**src/rtl/ex_muldiv.sv**
```systemverilog
// ex_muldiv: iterative 32-cycle multiply/divide unit in the EX stage.
// Owns the architectural HI/LO registers. Multiply is radix-2 shift-add
// (LSB first), divide is radix-2 restoring (MSB first). Signed operations
// run on magnitudes and negate the results on the final iteration.
module ex_muldiv (
  input  logic        clk,
  input  logic        rst,
  input  logic        start,
  input  logic [2:0]  op,
  input  logic [31:0] rs_data,
  input  logic [31:0] rt_data,
  input  logic        flush,
  output logic        busy,
  output logic        done,
  output logic [31:0] hi,
  output logic [31:0] lo
);

  typedef enum logic {IDLE, RUN} state_t;

  localparam logic [2:0] OP_MTHI = 3'b100;
  localparam logic [2:0] OP_MTLO = 3'b101;

  state_t      state_reg, state_next;
  logic [4:0]  cnt_reg;
  logic        is_div_reg;
  logic        neg_q_reg;
  logic        neg_r_reg;
  logic        dz_reg;
  logic [31:0] b_reg;      // multiplicand or divisor magnitude
  logic [63:0] acc_reg;    // mul: {partial product, multiplier}; div: {remainder, dividend/quotient}
  logic [63:0] acc_next;
  logic [31:0] hi_reg, lo_reg;
  logic        done_reg;

  logic        accept, accept_md, signed_op, last_iter;
  logic [31:0] rs_abs, rt_abs;
  logic [32:0] mul_sum;
  logic [32:0] div_part;
  logic [31:0] div_sub;
  logic        div_ge;
  logic [63:0] prod_fix;
  logic [31:0] quo_fix, rem_fix;

  // Accept only in IDLE, never alongside a flush, and never for the 11x no-ops.
  assign accept    = start && (state_reg == IDLE) && !flush && (op[2:1] != 2'b11);
  assign accept_md = accept && !op[2];
  assign signed_op = !op[0];
  assign last_iter = (state_reg == RUN) && !flush && (cnt_reg == 5'd31);

  assign rs_abs = (signed_op && rs_data[31]) ? (~rs_data + 32'd1) : rs_data;
  assign rt_abs = (signed_op && rt_data[31]) ? (~rt_data + 32'd1) : rt_data;

  assign mul_sum  = {1'b0, acc_reg[63:32]} + {1'b0, b_reg};
  assign div_part = {acc_reg[63:32], acc_reg[31]};
  assign div_ge   = div_part >= {1'b0, b_reg};
  // After a successful trial subtract the remainder is below the divisor, so 32 bits suffice.
  assign div_sub  = div_part[31:0] - b_reg;

  // One iteration step of the shared accumulator.
  always_comb begin
    acc_next = acc_reg;
    if (is_div_reg) begin
      if (div_ge) acc_next = {div_sub, acc_reg[30:0], 1'b1};
      else        acc_next = {div_part[31:0], acc_reg[30:0], 1'b0};
    end else begin
      if (acc_reg[0]) acc_next = {mul_sum, acc_reg[31:1]};
      else            acc_next = {1'b0, acc_reg[63:32], acc_reg[31:1]};
    end
  end

  // Sign fix-up; a divide by zero keeps the all-ones quotient untouched.
  assign prod_fix = neg_q_reg ? (~acc_next + 64'd1) : acc_next;
  assign quo_fix  = (neg_q_reg && !dz_reg) ? (~acc_next[31:0] + 32'd1) : acc_next[31:0];
  assign rem_fix  = neg_r_reg ? (~acc_next[63:32] + 32'd1) : acc_next[63:32];

  // State register.
  always_ff @(posedge clk or negedge rst) begin
    if (!rst) state_reg <= IDLE;
    else      state_reg <= state_next;
  end

  // Next-state logic: flush or the final iteration returns to IDLE.
  always_comb begin
    state_next = state_reg;
    case (state_reg)
      IDLE: if (accept_md) state_next = RUN;
      RUN:  if (flush || cnt_reg == 5'd31) state_next = IDLE;
      default: state_next = IDLE;
    endcase
  end

  // Operand latch, iteration datapath and HI/LO writeback.
  always_ff @(posedge clk or negedge rst) begin
    if (!rst) begin
      cnt_reg    <= 5'd0;
      is_div_reg <= 1'b0;
      neg_q_reg  <= 1'b0;
      neg_r_reg  <= 1'b0;
      dz_reg     <= 1'b0;
      b_reg      <= 32'd0;
      acc_reg    <= 64'd0;
      hi_reg     <= 32'd0;
      lo_reg     <= 32'd0;
      done_reg   <= 1'b0;
    end else begin
      done_reg <= 1'b0;
      if (accept_md) begin
        cnt_reg    <= 5'd0;
        is_div_reg <= op[1];
        neg_q_reg  <= signed_op && (rs_data[31] ^ rt_data[31]);
        neg_r_reg  <= signed_op && rs_data[31];
        dz_reg     <= (rt_data == 32'd0);
        b_reg      <= rt_abs;
        acc_reg    <= {32'd0, rs_abs};
      end
      if (accept && op == OP_MTHI) begin
        hi_reg   <= rs_data;
        done_reg <= 1'b1;
      end
      if (accept && op == OP_MTLO) begin
        lo_reg   <= rs_data;
        done_reg <= 1'b1;
      end
      if (state_reg == RUN && !flush) begin
        acc_reg <= acc_next;
        cnt_reg <= cnt_reg + 5'd1;
      end
      if (last_iter) begin
        done_reg <= 1'b1;
        if (is_div_reg) begin
          lo_reg <= quo_fix;
          hi_reg <= rem_fix;
        end else begin
          lo_reg <= prod_fix[31:0];
          hi_reg <= prod_fix[63:32];
        end
      end
    end
  end

  assign busy = (state_reg == RUN);
  assign done = done_reg;
  assign hi   = hi_reg;
  assign lo   = lo_reg;

endmodule

```
**config.mk**
```make
export PLATFORM = sky130hd
export DESIGN_NAME = ex_muldiv
export DESIGN_NICKNAME = d
export VERILOG_FILES = /design/src/rtl/ex_muldiv.sv
export SDC_FILE = /design/constraint.sdc
export NUM_CORES = 1
export LEC_CHECK = 0
export BUFFER_PORTS_ARGS = -buffer_cell sky130_fd_sc_hd__buf_2
export CORE_MARGIN = 8
export CORE_UTILIZATION = 35
export CTS_CLUSTER_SIZE = 40
export DETAILED_ROUTE_END_ITERATION = 12
export GPL_TIMING_DRIVEN = 0
export PLACE_DENSITY_LB_ADDON = 0.1
export SETUP_SLACK_MARGIN = 0.02
export SYNTH_ARGS = -nofsm -noshare
export SYNTH_HDL_FRONTEND = slang
export SYNTH_SLANG_ARGS = --single-unit
```
**constraint.sdc**
```tcl
create_clock -name clk -period 6.25 [get_ports clk]
set_input_delay 0.9375 -clock clk [delete_from_list [all_inputs] [get_ports clk]]
set_output_delay 0.9375 -clock clk [all_outputs]
set_load 0.01 [all_outputs]
```
Yosys cells after proc, flatten, opt, wreduce, memory -nomap -nowiden
Cells that the tools add are included.

storage, ports and cells
  output and inout bits = 66
  register bits = 171
  input bits = 71
  word-level logic and storage cells = 76

cells by class
  mux-type cells = 24
  eq/ne operators = 4
  $lt $le $gt $ge = 1
  bitwise gates (word level) = 7
  add/subtract/negate cells = 8
  reduce and logical (&&, ||, !) cells = 21

operators by type and width
  cell                   number
  $mux 64                6
  $mux 32                10
  $add 32x1->32 const B  4
  $not 32->32            4
  $add 64x1->64 const B  1
  $not 64->64            1
  $add 32x32->33         1
  $ge 33x32->1           1
  $logic_not 32->1       1
  $sub 32x32->32         1
  $logic_and 1x1->1      12
  $mux 5                 2
  $eq 3x3->1 const B     2
  $reduce_bool 2->1      3
  $add 5x1->5 const B    1
  $eq 5x5->1 const B     1
  $mux 1                 5
  $logic_not 1->1        4
  $ne 2x2->1 const B     1
  $pmux 1 s2             1
  $logic_or 1x1->1       1
  $not 1->1              1
  $xor 1x1->1            1

Depth between registers and ports, before layout
Gate-level depths: netlist of the first run.

  depth in word-level cells = 8
  gate-level depth with buffers = 25
  mapped depth without buffers = 22

Least setup slack after synthesis of the first run
OpenSTA, ideal clock, no wires.

  path kind = register to register
  start = register acc_reg[57]
  end = register hi_reg[18], in the netlist hi[18]
  cell stages (with the launch flop) = 24
  library setup time = 137 ps
  path slack = 1342 ps
  required time = 6113 ps
  arrival = 4771 ps
  path buffers = 3
  period minus slack after synthesis = 4908 ps
  path through = dfrtp_1 -> ha_1 -> and4_1 -> buf_2 -> and3_1 -> a32oi_1 -> nand3_1 -> nor2_2 -> buf_2 -> nand2_1 -> a21boi_0 -> inv_1 -> ha_1 -> o21ai_0 -> or2_2 -> nand2b_1 -> or2_1 -> or3b_1 -> clkbuf_1 -> nor4b_2 -> a211oi_1 -> a31oi_1 -> xnor2_1 -> a21oi_1

on the way
  word-level cells in the longest chain between the ends = 8
  elaborated cells on any way between the ends = 11
  classes of those cells = add/sub: 2; order compare: 1; mux: 6; bitwise: 2

ends and longest elaborated chain
  element                                                RTL line  RTL
  start, declared                                        31        logic [63:0] acc_reg;
  start signal, assigned                                 115       acc_reg <= {32'd0, rs_abs};
  start signal, assigned                                 126       acc_reg <= acc_next;
  $ge 33x32->1 (*)                                       56        assign div_ge = div_part >= {1'b0, b_reg};
  $mux 64 (*)                                            64        if (div_ge) acc_next = {div_sub, acc_reg[30:0], 1'b1};
  $mux 64 (*)                                            63        if (is_div_reg) begin
  $not 64->64 / $not 32->32 (equally long branches)      73, 75
  $add 64x1->64 / $add 32x1->32 (equally long branches)  73, 75
  $mux 64 / $mux 32 (equally long branches)              73, 75
  $mux 32 (*)                                            131       if (is_div_reg) begin
  $mux 32 (*)                                            129       if (last_iter) begin
  end signal, assigned                                   118       hi_reg <= rs_data;
  end signal, assigned                                   133       hi_reg <= rem_fix;
  end signal, assigned                                   136       hi_reg <= prod_fix[63:32];
  end, declared                                          33        logic [31:0] hi_reg, lo_reg;

Every way passes the cells marked *; elsewhere a longest branch is shown, timed or not.
A chain may end at the register's enable or synchronous reset.

Worst setup path in the final report of the first run
  start = register is_div_reg
  end = register hi_reg[22], in the netlist hi[22]

on the way
  word-level cells in the longest chain between the ends = 6
  elaborated cells on any way between the ends = 9
  classes of those cells = add/sub: 2; mux: 5; bitwise: 2

ends and longest elaborated chain
  element                                                RTL line  RTL
  start, declared                                        26        logic is_div_reg;
  start signal, assigned                                 110       is_div_reg <= op[1];
  $mux 64                                                63
  $not 64->64 / $not 32->32 (equally long branches)      73, 75
  $add 64x1->64 / $add 32x1->32 (equally long branches)  73, 75
  $mux 64 / $mux 32 (equally long branches)              73, 75
  $mux 32 (*)                                            131
  $mux 32 (*)                                            129

Marked as above.

==> impl_metrics.py, run 1 <==
metrics = {
    "status": {
        "status": "finished, final reports clean",
    },
    "clock_tree": {
        "cts_tree": "built",
        "cts-root-buf": "clkbuf_16",
        "numCtsBuffers": 17,
        "htreeDepth": 4,
        "clk_latency_ps": 510,
        "clock_sinks": 171,
        "clk_path_buf_depth": 2,
        "ctsHoldBuffers": 0,
        "clk_pin_slew_ps": 70,
    },
    "routing": {
        "dr.max_layer_used": "met4",
        "wl_met1_um": 36840,
        "wl_um": 78190,
        "firstDrtPassIters": 5,
        "drc": 0,
        "met2_length_um": 32880,
        "vias": 17980,
        "antenna_left": 0,
        "wl_per_cell_um": 26.90,
        "vias_per_cell": 6.185,
        "met3_length_um": 6743,
        "drt-initial-drc-count": 2064,
    },
    "critical_path": {
        "arrival_ps": 6350,
        "critPathRequiredTime_ps": 6600,
        "crit_fanout": 19,
        "cp-start-kind": "flop",
        "ff2ff_setup_slack_ps": 250,
        "cp-end-kind": "flop",
        "setup.worst_path.class": "flop to flop",
    },
    "grt": {
        "grt_pass1_vias": 16930,
        "grt_start_max_net_pins": 97,
        "antenna_found_initial": 2,
        "grt_usage_pct": 28.51,
        "grt_pass1_wl_um": 115100,
        "grt-ovfl-total": 0,
    },
    "power": {
        "p_total_uw": 8996,
        "leakage_uw": 0.008022,
        "powerDensity_mw_per_mm2": 484.8,
        "vdd_ir_drop_max_mv": 0.1721,
    },
    "logic_synthesis": {
        "synth_edf_count": 0,
        "syn-instance-count": 2132,
        "syn_area_per_cell_um2": 7.722,
        "synth_nets": 2275,
        "synth_cell_types": 102,
        "ys_warn_count": 0,
        "ys.flop_type": "dfrtp_1",
        "ys_seq_elements": 171,
        "synth_area_mm2": 0.01646,
        "async_flop_share_pct": 100.0,
        "ys_seq_area_share_pct": 25.99,
    },
    "place": {
        "globalplace.congestion": 0.9737,
        "dp_slack_ps": -1661,
        "dp_hpwl_um": 61890,
        "portBuffers": 135,
    },
    "sta": {
        "hold_ws_ps": 399.6,
        "finalSetupTns_ps": 0,
        "worstMarginPinSlew_ps": 1278,
        "finalHoldViolCount": 0,
        "setup_viol": 0,
        "rsz0062_at_grt": "false",
        "period_needed_ps": 6000,
        "fin_skew_ps": 18.78,
        "setup_slack_ps": 249.8,
        "max-slew-margin-rel_pct": 14.01,
        "fmax_ghz": 0.1667,
        "slew_violations": 0,
        "fin_crit_sh_pct": 96.00,
    },
    "floorplanning": {
        "ios": 137,
        "die_w_um": 232.9,
        "die_h_um": 232.9,
        "start_util_pct": 35.44,
        "die_area_mm2": 0.05423,
        "coreArea_mm2": 0.04646,
        "row_count": 79,
    },
    "flow_run": {
        "maxCapViolations": 0,
    },
    "cells_and_area": {
        "antenna_cells": 0,
        "drive_above_1_share_pct": 11.35,
        "final_core_util_pct": 39.95,
        "num-nets-final": 2430,
        "largest_register_ffs": 64,
        "nFillCells": 4969,
        "most-common-layout-cells": "226 x nand2_1, 215 x o21ai_0, 175 x a21oi_1",
        "area_growth_pct": 12.72,
        "final_common_cell": "nand2_1",
    },
    "min_path": {
        "hold_class": "primary input to async pin",
    },
}
-- logic make-up after synthesis --
logic type	synth area share [%]
buffers and inverters	5.404
AO/OA/AOI/OAI	28.26
multiplexers	5.259
XOR/XNOR	8.406
AND/OR/NAND/NOR	21.11
adder cells (fa/ha/maj)	5.563
flip-flops	25.99
-- repair_timing --
action,in CTS,in global routing
endpoints found under the hold margin,0,0
setup buffers,1,1
resized for setup,14,8
pin swaps,1,2
setup endpoints to repair,25,15
-- synthesized netlist by cell type, types with 7 or more instances --
cell type | count | area share (%)
a211o_1 | 9 | 0.48
a211oi_1 | 35 | 1.6
a21o_1 | 18 | 0.82
a21oi_1 | 175 | 5.3
a22oi_1 | 8 | 0.36
a31oi_1 | 29 | 1.1
and2_1 | 15 | 0.57
and3_1 | 20 | 0.76
buf_1 | 16 | 0.36
buf_2 | 21 | 0.64
clkbuf_1 | 102 | 2.3
dfrtp_1 | 171 | 26
ha_1 | 70 | 5.3
inv_1 | 74 | 1.7
mux2_2 | 12 | 0.82
mux2i_1 | 73 | 4.4
nand2_1 | 227 | 5.2
nand2b_1 | 15 | 0.57
nand3_1 | 73 | 2.2
nand4_1 | 33 | 1.3
nor2_1 | 155 | 3.5
nor2b_1 | 25 | 0.95
nor3_1 | 49 | 1.5
nor4_1 | 12 | 0.46
o211ai_1 | 43 | 2.0
o21a_1 | 22 | 1.0
o21ai_0 | 216 | 6.6
o21ai_1 | 7 | 0.21
o221ai_1 | 30 | 1.6
o31ai_1 | 23 | 1.0
or2_2 | 9 | 0.34
or3_1 | 25 | 0.95
xnor2_1 | 77 | 4.1
xor2_1 | 81 | 4.3
-- metrics by stage --
stage          std cells  area [um2]
3_5_place_dp        2875       17940
5_1_grt             2907       18560
3_3_place_gp        2874       17900
4_1_cts             2907       18520
6_report            2907       18560
2_1_floorplan       2132       16460
-- layer usage --
metal | GRT usage (%) | up-vias
met1 | 41.97 | 8970
li1 | - | 8143
met4 | 7.546 | 0
met5 | 0 | -
met3 | 6.650 | 89
met2 | 40.96 | 779
-- power breakdown --
| part | internal, uW | leakage (uW) | total (uW) | switching (uW) |
|---|---|---|---|---|
| registers | 1410 | 0.00217 | 1780 | 364 |
| clock network | 514 | 0.000264 | 1080 | 564 |
| logic | 2090 | 0.00559 | 6140 | 4050 |
| total | 4020 | 0.00802 | 9000 | 4980 |
-- worst paths after layout --
| check | startpoint | end | cells after the start |
|---|---|---|---|
| setup reg to reg | is_div_reg | hi[22] | 20 |
| setup / recovery | is_div_reg | hi[22] | 20 |
| max in group asynchronous | rst | acc_reg[4] | 2 |
| hold / removal | rst | b_reg[1] | 1 |
| min in group clk | cnt_reg[3] | cnt_reg[3] | 1 |
| hold reg to reg | cnt_reg[3] | cnt_reg[3] | 1 |
-- critical path: stages, from the launching register on --
cell	delay, ps
dfrtp_1	330
buf_2	250
buf_4	380
buf_4	340
buf_2	430
clkdlybuf4s18_2	560
nand2_1	130
a21boi_0	200
inv_1	150
ha_1	180
o21ai_0	170
or2_2	370
nand2b_2	290
or2_1	320
or3b_4	490
nand2_2	170
o21ai_1	150
nor2_4	250
a31oi_1	150
xnor2_2	340
a21oi_1	120
-- area by class of cell --
class	count	area (um2)	share of cell area, %
buffer	143	615.6	3.317
clock inverter	15	117.6	0.6338
clock buffer	17	425.4	2.292
multi-input combinational	1741	11350	61.17
tap	607	759.5	4.093
timing repair buffer	138	728.2	3.924
sequential	171	4279	23.06
inverter	75	281.5	1.517
Note: power is estimated with default switching activity, not from simulation.
==> run 2: changes to the inputs <==
==> config.mk (replaced) <==
export PLATFORM = sky130hd
export DESIGN_NAME = ex_muldiv
export DESIGN_NICKNAME = d
export VERILOG_FILES = /design/src/rtl/ex_muldiv.sv
export SDC_FILE = /design/constraint.sdc
export NUM_CORES = 1
export LEC_CHECK = 0
export BUFFER_PORTS_ARGS = -buffer_cell sky130_fd_sc_hd__buf_4
export CORE_MARGIN = 8
export CORE_UTILIZATION = 35
export CTS_CLUSTER_SIZE = 40
export DETAILED_ROUTE_END_ITERATION = 12
export GPL_TIMING_DRIVEN = 0
export PLACE_DENSITY_LB_ADDON = 0.1
export SETUP_SLACK_MARGIN = 0.15
export SYNTH_ARGS = -nofsm -noshare
export SYNTH_HDL_FRONTEND = slang
export SYNTH_SLANG_ARGS = --single-unit
==> run 2 against run 1 <==
- routed wire length down 1.2%
- sequential share of layout area is 0.52 points lower
- die area unchanged
- total power up 1.9%
- largest power group unchanged
==> impl_metrics.py, run 2 (synthesized netlist as in run 1, its figures left out) <==
metrics = {
    "grt": {
        "grt_usage_pct": 28.00,
        "grt-ovfl-total": 0,
        "grt_start_max_net_pins": 94,
        "grt_pass1_wl_um": 113400,
        "antenna_found_initial": 2,
        "grt_pass1_vias": 16930,
    },
    "critical_path": {
        "slowest_delay_ps": 460,
        "cp.buffers_inverters": 4,
        "crit_chain": "ha_1 -> buf_2 -> and4_1 -> and3_1 -> a32oi_2 -> nand3_2 -> nor2_4 -> buf_4 -> nand2_1 -> a21boi_0 -> inv_1 -> ha_1 -> o21ai_0 -> or2_2 -> nand2b_2 -> or2_4 -> or3b_1 -> clkbuf_2 -> nand2_2 -> o21ai_1 -> nor2_4 -> a31oi_1 -> xnor2_2 -> a21oi_1",
        "cp-start-kind": "flop",
        "cp_top_family": "simple AND/OR/NAND/NOR gates",
        "setup.worst_path.class": "flop to flop",
        "cp-end-kind": "flop",
        "cp_slowest_cell": "dfrtp_2",
        "crit_fanout": 10,
        "reg2reg_from": "acc_reg[55]",
        "critPathRequiredTime_ps": 6610,
        "arrival_ps": 6180,
        "cp-startpoint": "acc_reg[55]",
    },
    "floorplanning": {
        "ios": 137,
        "start_util_pct": 35.44,
        "row_count": 79,
        "die_w_um": 232.9,
        "die_area_mm2": 0.05423,
        "coreArea_mm2": 0.04646,
        "die_h_um": 232.9,
    },
    "status": {
        "status": "finished, final reports clean",
    },
    "routing": {
        "vias_per_cell": 6.208,
        "drt-initial-drc-count": 1921,
        "antenna_left": 0,
        "firstDrtPassIters": 6,
        "vias": 18050,
        "wl_um": 77250,
        "drc": 0,
        "wl_per_cell_um": 26.56,
    },
    "cells_and_area": {
        "largest_register_ffs": 64,
        "fin_area_mm2": 0.01900,
        "seq_area_mm2": 0.004282,
        "num-nets-final": 2430,
        "nFillCells": 4919,
        "most-common-layout-cells": "226 x nand2_1, 214 x o21ai_0, 170 x a21oi_1",
        "final_common_cell": "nand2_1",
        "multi_input_area_mm2": 0.01139,
        "area_growth_pct": 15.40,
        "drive_above_1_share_pct": 11.91,
    },
    "sta": {
        "rsz0062_at_grt": "false",
        "finalSetupTns_ps": 0,
        "setup_slack_ps": 429.4,
        "setup_viol": 0,
        "slew_violations": 0,
        "worstMarginPinSlew_ps": 1293,
        "fmax_ghz": 0.1718,
        "fin_crit_sh_pct": 93.13,
        "max-slew-margin-rel_pct": 13.01,
        "period_needed_ps": 5821,
        "fin_skew_ps": 23.24,
        "finalHoldViolCount": 0,
    },
    "clock_tree": {
        "clk_latency_ps": 520,
        "clk_pin_slew_ps": 80,
        "numCtsBuffers": 17,
        "ctsHoldBuffers": 0,
        "clk_path_buf_depth": 2,
        "cts_tree": "built",
        "cts-root-buf": "clkbuf_16",
        "htreeDepth": 4,
        "clock_sinks": 171,
    },
    "min_path": {
        "hold_class": "primary input to async pin",
    },
    "power": {
        "sw_frac_of_total_pct": 55.03,
        "seqPwrFrac_pct": 19.4,
        "leakage_uw": 0.008148,
        "powerDensity_mw_per_mm2": 482.5,
        "p_int_uw": 4122,
        "p_clk_share_pct": 12.5,
        "vdd_ir_drop_max_mv": 0.1882,
        "power_switching_uw": 5044,
        "pwr-share-comb_pct": 68.1,
    },
    "place": {
        "globalplace.congestion": 0.9588,
        "dp_slack_ps": -1487,
        "portBuffers": 135,
        "placed_area_mm2": 0.01827,
        "dp_hpwl_um": 60720,
    },
    "flow_run": {
        "maxCapViolations": 0,
    },
}
run 2: cell count changes in the layout (fill, tap and decap cells not counted), moves of 4 or more:
cell      delta
a21oi_1      -5
a21oi_2      +4
buf_2      -135
buf_4      +135
clkinv_2     -4
clkinv_8     +5
run 2: stage by stage:
stage | power, uW | std cells | hold WS (ps) | utilization [%]
finish | 9166 | 2908 | 407.9 | 40.89
CTS | 8974 | 2907 | 414.4 | 40.72
detailed placement | 7753 | 2875 | 481.6 | 39.33
floorplan | 5719 | 2132 | 450.0 | -
global route | 9744 | 2907 | 454.1 | 40.89
global placement | 7727 | 2874 | 480.8 | 39.25
run 2: routing by layer:
| metal | GRT usage [%] | vias up | routed length (um) |
|---|---|---|---|
| li1 | - | 8155 | - |
| met1 | 40.25 | 8961 | 35900 |
| met2 | 40.13 | 824 | 32210 |
| met3 | 7.246 | 109 | 6889 |
| met4 | 9.032 | 4 | 2140 |
| met5 | 0 | - | 107 |
run 2: cell type report:
cell class                 count  share of cell area [%]
multi-input combinational   1741                   59.97
sequential                   171                   22.54
timing repair buffer         138                   5.598
tap                          607                   3.998
buffer                       143                   3.234
clock buffer                  17                   2.239
inverter                      75                   1.482
clock inverter                15                  0.9286
antenna                        1                 0.01317
run 2: what timing repair did:
item	CTS	global route
buffers inserted	1	1
setup endpoints to repair	25	14
gates resized for setup	13	28
pin swaps	1	4
run 2: final timing paths:
path,end,slack (ps),cells after the start
setup / recovery,hi[22],430,24
hold / removal,b_reg[7],410,1
setup reg to reg,hi[22],430,24
hold reg to reg,cnt_reg[3],490,1
max in group asynchronous,acc_reg[5],4840,2
min in group clk,cnt_reg[3],490,1
run 2: worst reg2reg max path, stage by stage, from the launching register on:
cell and delay, ps:
dfrtp_2 460, ha_1 280, buf_2 180, and4_1 280
and3_1 250, a32oi_2 210, nand3_2 180, nor2_4 150
buf_4 200, nand2_1 90, a21boi_0 180, inv_1 130
ha_1 180, o21ai_0 150, or2_2 370, nand2b_2 280
or2_4 330, or3b_1 380, clkbuf_2 200, nand2_2 170
o21ai_1 160, nor2_4 240, a31oi_1 160, xnor2_2 350
a21oi_1 120
run 2: power by group through the flow:
stage,logic [uW],registers (uW),clock network [uW]
final,6240,1780,1150
after CTS,6020,1780,1170
after global placement,5930,1790,0
after global routing,6720,1820,1210
after detailed placement,5950,1800,0
after floorplan,4030,1690,0
==> run 3: changes to the inputs <==
--- a/config.mk
+++ b/config.mk
@@ -11,6 +11,7 @@
 export CTS_CLUSTER_SIZE = 40
 export DETAILED_ROUTE_END_ITERATION = 12
 export GPL_TIMING_DRIVEN = 0
+export MAX_ROUTING_LAYER = met4
 export PLACE_DENSITY_LB_ADDON = 0.1
 export SETUP_SLACK_MARGIN = 0.15
 export SYNTH_ARGS = -nofsm -noshare
==> run 3 against run 2 <==
- sequential share of layout area decreased by 0.083 points
- utilization increased by 0.13 points
- register-to-register slack got worse by 110 ps
- sequential cell count unchanged
- highest routed layer is now met4
==> impl_metrics.py, run 3 (synthesized netlist as in run 1, its figures left out) <==
metrics = {
    "place": {
        "dp_slack_ps": -1666,
        "globalplace.congestion": 0.9640,
        "portBuffers": 135,
        "dp_hpwl_um": 63040,
    },
    "cells_and_area": {
        "drive_above_1_share_pct": 11.60,
        "nFillCells": 4944,
        "final_common_cell": "nand2_1",
        "multi_input_area_mm2": 0.01140,
        "num-nets-final": 2432,
        "most-common-layout-cells": "226 x nand2_1, 214 x o21ai_0, 173 x a21oi_1",
        "area_growth_pct": 15.75,
        "final_core_util_pct": 41.02,
        "seq_area_mm2": 0.004279,
        "largest_register_ffs": 64,
    },
    "grt": {
        "antenna_found_initial": 3,
        "grt_pass1_wl_um": 116300,
        "grt_start_max_net_pins": 102,
        "grt_usage_pct": 29.70,
        "grt-ovfl-total": 0,
        "grt_pass1_vias": 16910,
    },
    "flow_run": {
        "maxCapViolations": 0,
    },
    "power": {
        "leakage_uw": 0.008195,
        "powerDensity_mw_per_mm2": 489.5,
        "vdd_ir_drop_max_mv": 0.2150,
        "p_total_uw": 9328,
    },
    "clock_tree": {
        "clk_path_buf_depth": 2,
        "clock_sinks": 171,
        "clk_pin_slew_ps": 70,
        "clk_latency_ps": 520,
        "cts-root-buf": "clkbuf_16",
        "htreeDepth": 4,
        "numCtsBuffers": 17,
        "cts_tree": "built",
    },
    "critical_path": {
        "slowest_delay_ps": 650,
        "cp_top_family": "buffers and inverters",
        "cp-end-kind": "flop",
        "critPathRequiredTime_ps": 6610,
        "crit_fanout": 10,
        "cp.buffers_inverters": 7,
        "crit_chain": "buf_2 -> inv_1 -> buf_2 -> clkbuf_1 -> clkbuf_1 -> a21boi_0 -> inv_1 -> ha_1 -> o21ai_1 -> or2_2 -> nand2b_2 -> or2_1 -> or3b_1 -> buf_2 -> nor4b_4 -> a211oi_1 -> a31oi_1 -> xnor2_2 -> a21oi_1",
        "setup.worst_path.class": "flop to flop",
        "cp_slowest_cell": "clkbuf_1",
        "cp-start-kind": "flop",
        "ff2ff_setup_slack_ps": 320,
        "arrival_ps": 6290,
        "crit_top_cell": "buf_2",
    },
    "routing": {
        "wl_per_cell_um": 27.39,
        "antenna_left": 0,
        "drt-initial-drc-count": 1688,
        "drc": 0,
        "firstDrtPassIters": 7,
        "wl_um": 79760,
        "vias": 17850,
        "vias_per_cell": 6.129,
    },
    "min_path": {
        "hold_class": "primary input to async pin",
    },
    "sta": {
        "setup_slack_ps": 320.6,
        "fmax_ghz": 0.1687,
        "max-slew-margin-rel_pct": 19.61,
        "hold_ws_ps": 392.2,
        "rsz0062_at_grt": "false",
        "slew_violations": 0,
        "fin_skew_ps": 18.04,
        "setup_viol": 0,
        "finalHoldViolCount": 0,
        "fin_crit_sh_pct": 94.87,
        "period_needed_ps": 5929,
        "finalSetupTns_ps": 0,
        "worstMarginPinSlew_ps": 1195,
    },
    "floorplanning": {
        "ios": 137,
        "row_count": 79,
        "die_area_mm2": 0.05423,
        "start_util_pct": 35.44,
        "die_w_um": 232.9,
        "die_h_um": 232.9,
        "coreArea_mm2": 0.04646,
    },
    "status": {
        "status": "finished, final reports clean",
    },
}
## run 3: routing by layer
layer | GRT usage [%] | wire (um) | vias to the layer above
met5 | - | 0 | -
met4 | 8.113 | 1813 | 0
met3 | 6.345 | 6490 | 85
met2 | 41.23 | 33200 | 721
met1 | 42.77 | 38260 | 8872
li1 | - | - | 8170
## run 3: worst reg2reg max path, stage by stage, from the launching register on
cell and delay, ps:
dfrtp_1 370, buf_2 210, inv_1 220, buf_2 380, clkbuf_1 470, clkbuf_1 650, a21boi_0 360, inv_1 160
ha_1 190, o21ai_1 130, or2_2 350, nand2b_2 290, or2_1 330, or3b_1 400, buf_2 210, nor4b_4 330
a211oi_1 120, a31oi_1 270, xnor2_2 200, a21oi_1 120
## run 3: final timing paths
kind,from,to,cells after the start
max,is_div_reg,hi[18],19
min,rst,b_reg[1],1
max reg2reg,is_div_reg,hi[18],19
min reg2reg,cnt_reg[3],cnt_reg[3],1
max in group asynchronous,rst,hi[5],2
min in group clk,cnt_reg[3],cnt_reg[3],1
## run 3: repair_timing
item / in CTS / in global routing
buffers inserted: 1 / 2
pin swaps: 1 / 3
endpoints found under the setup margin: 25 / 15
resized for setup: 15 / 17
hold buffers: 0 / 0
## run 3: area by class of cell
cell class,instances,share of cell area [%]
Timing Repair Buffer,139,5.620
Sequential cell,171,22.45
Clock buffer,19,2.324
Buffer,144,3.230
Tap cell,607,3.985
Multi-Input combinational cell,1741,59.81
Clock inverter,13,1.064
Inverter,75,1.477
Antenna cell,3,0.03939
## run 3: metrics by stage
step / instances / cell area, um2
global placement: 2874 / 18240
floorplan: 2132 / 16460
detailed placement: 2875 / 18270
CTS: 2907 / 18980
global route: 2911 / 19050
finish: 2912 / 19060
## run 3: power breakdown
group	internal (uW)	total (uW)	switching, uW
logic	2170	6290	4120
clock network	690	1250	561
registers	1410	1780	373
total	4270	9330	5060
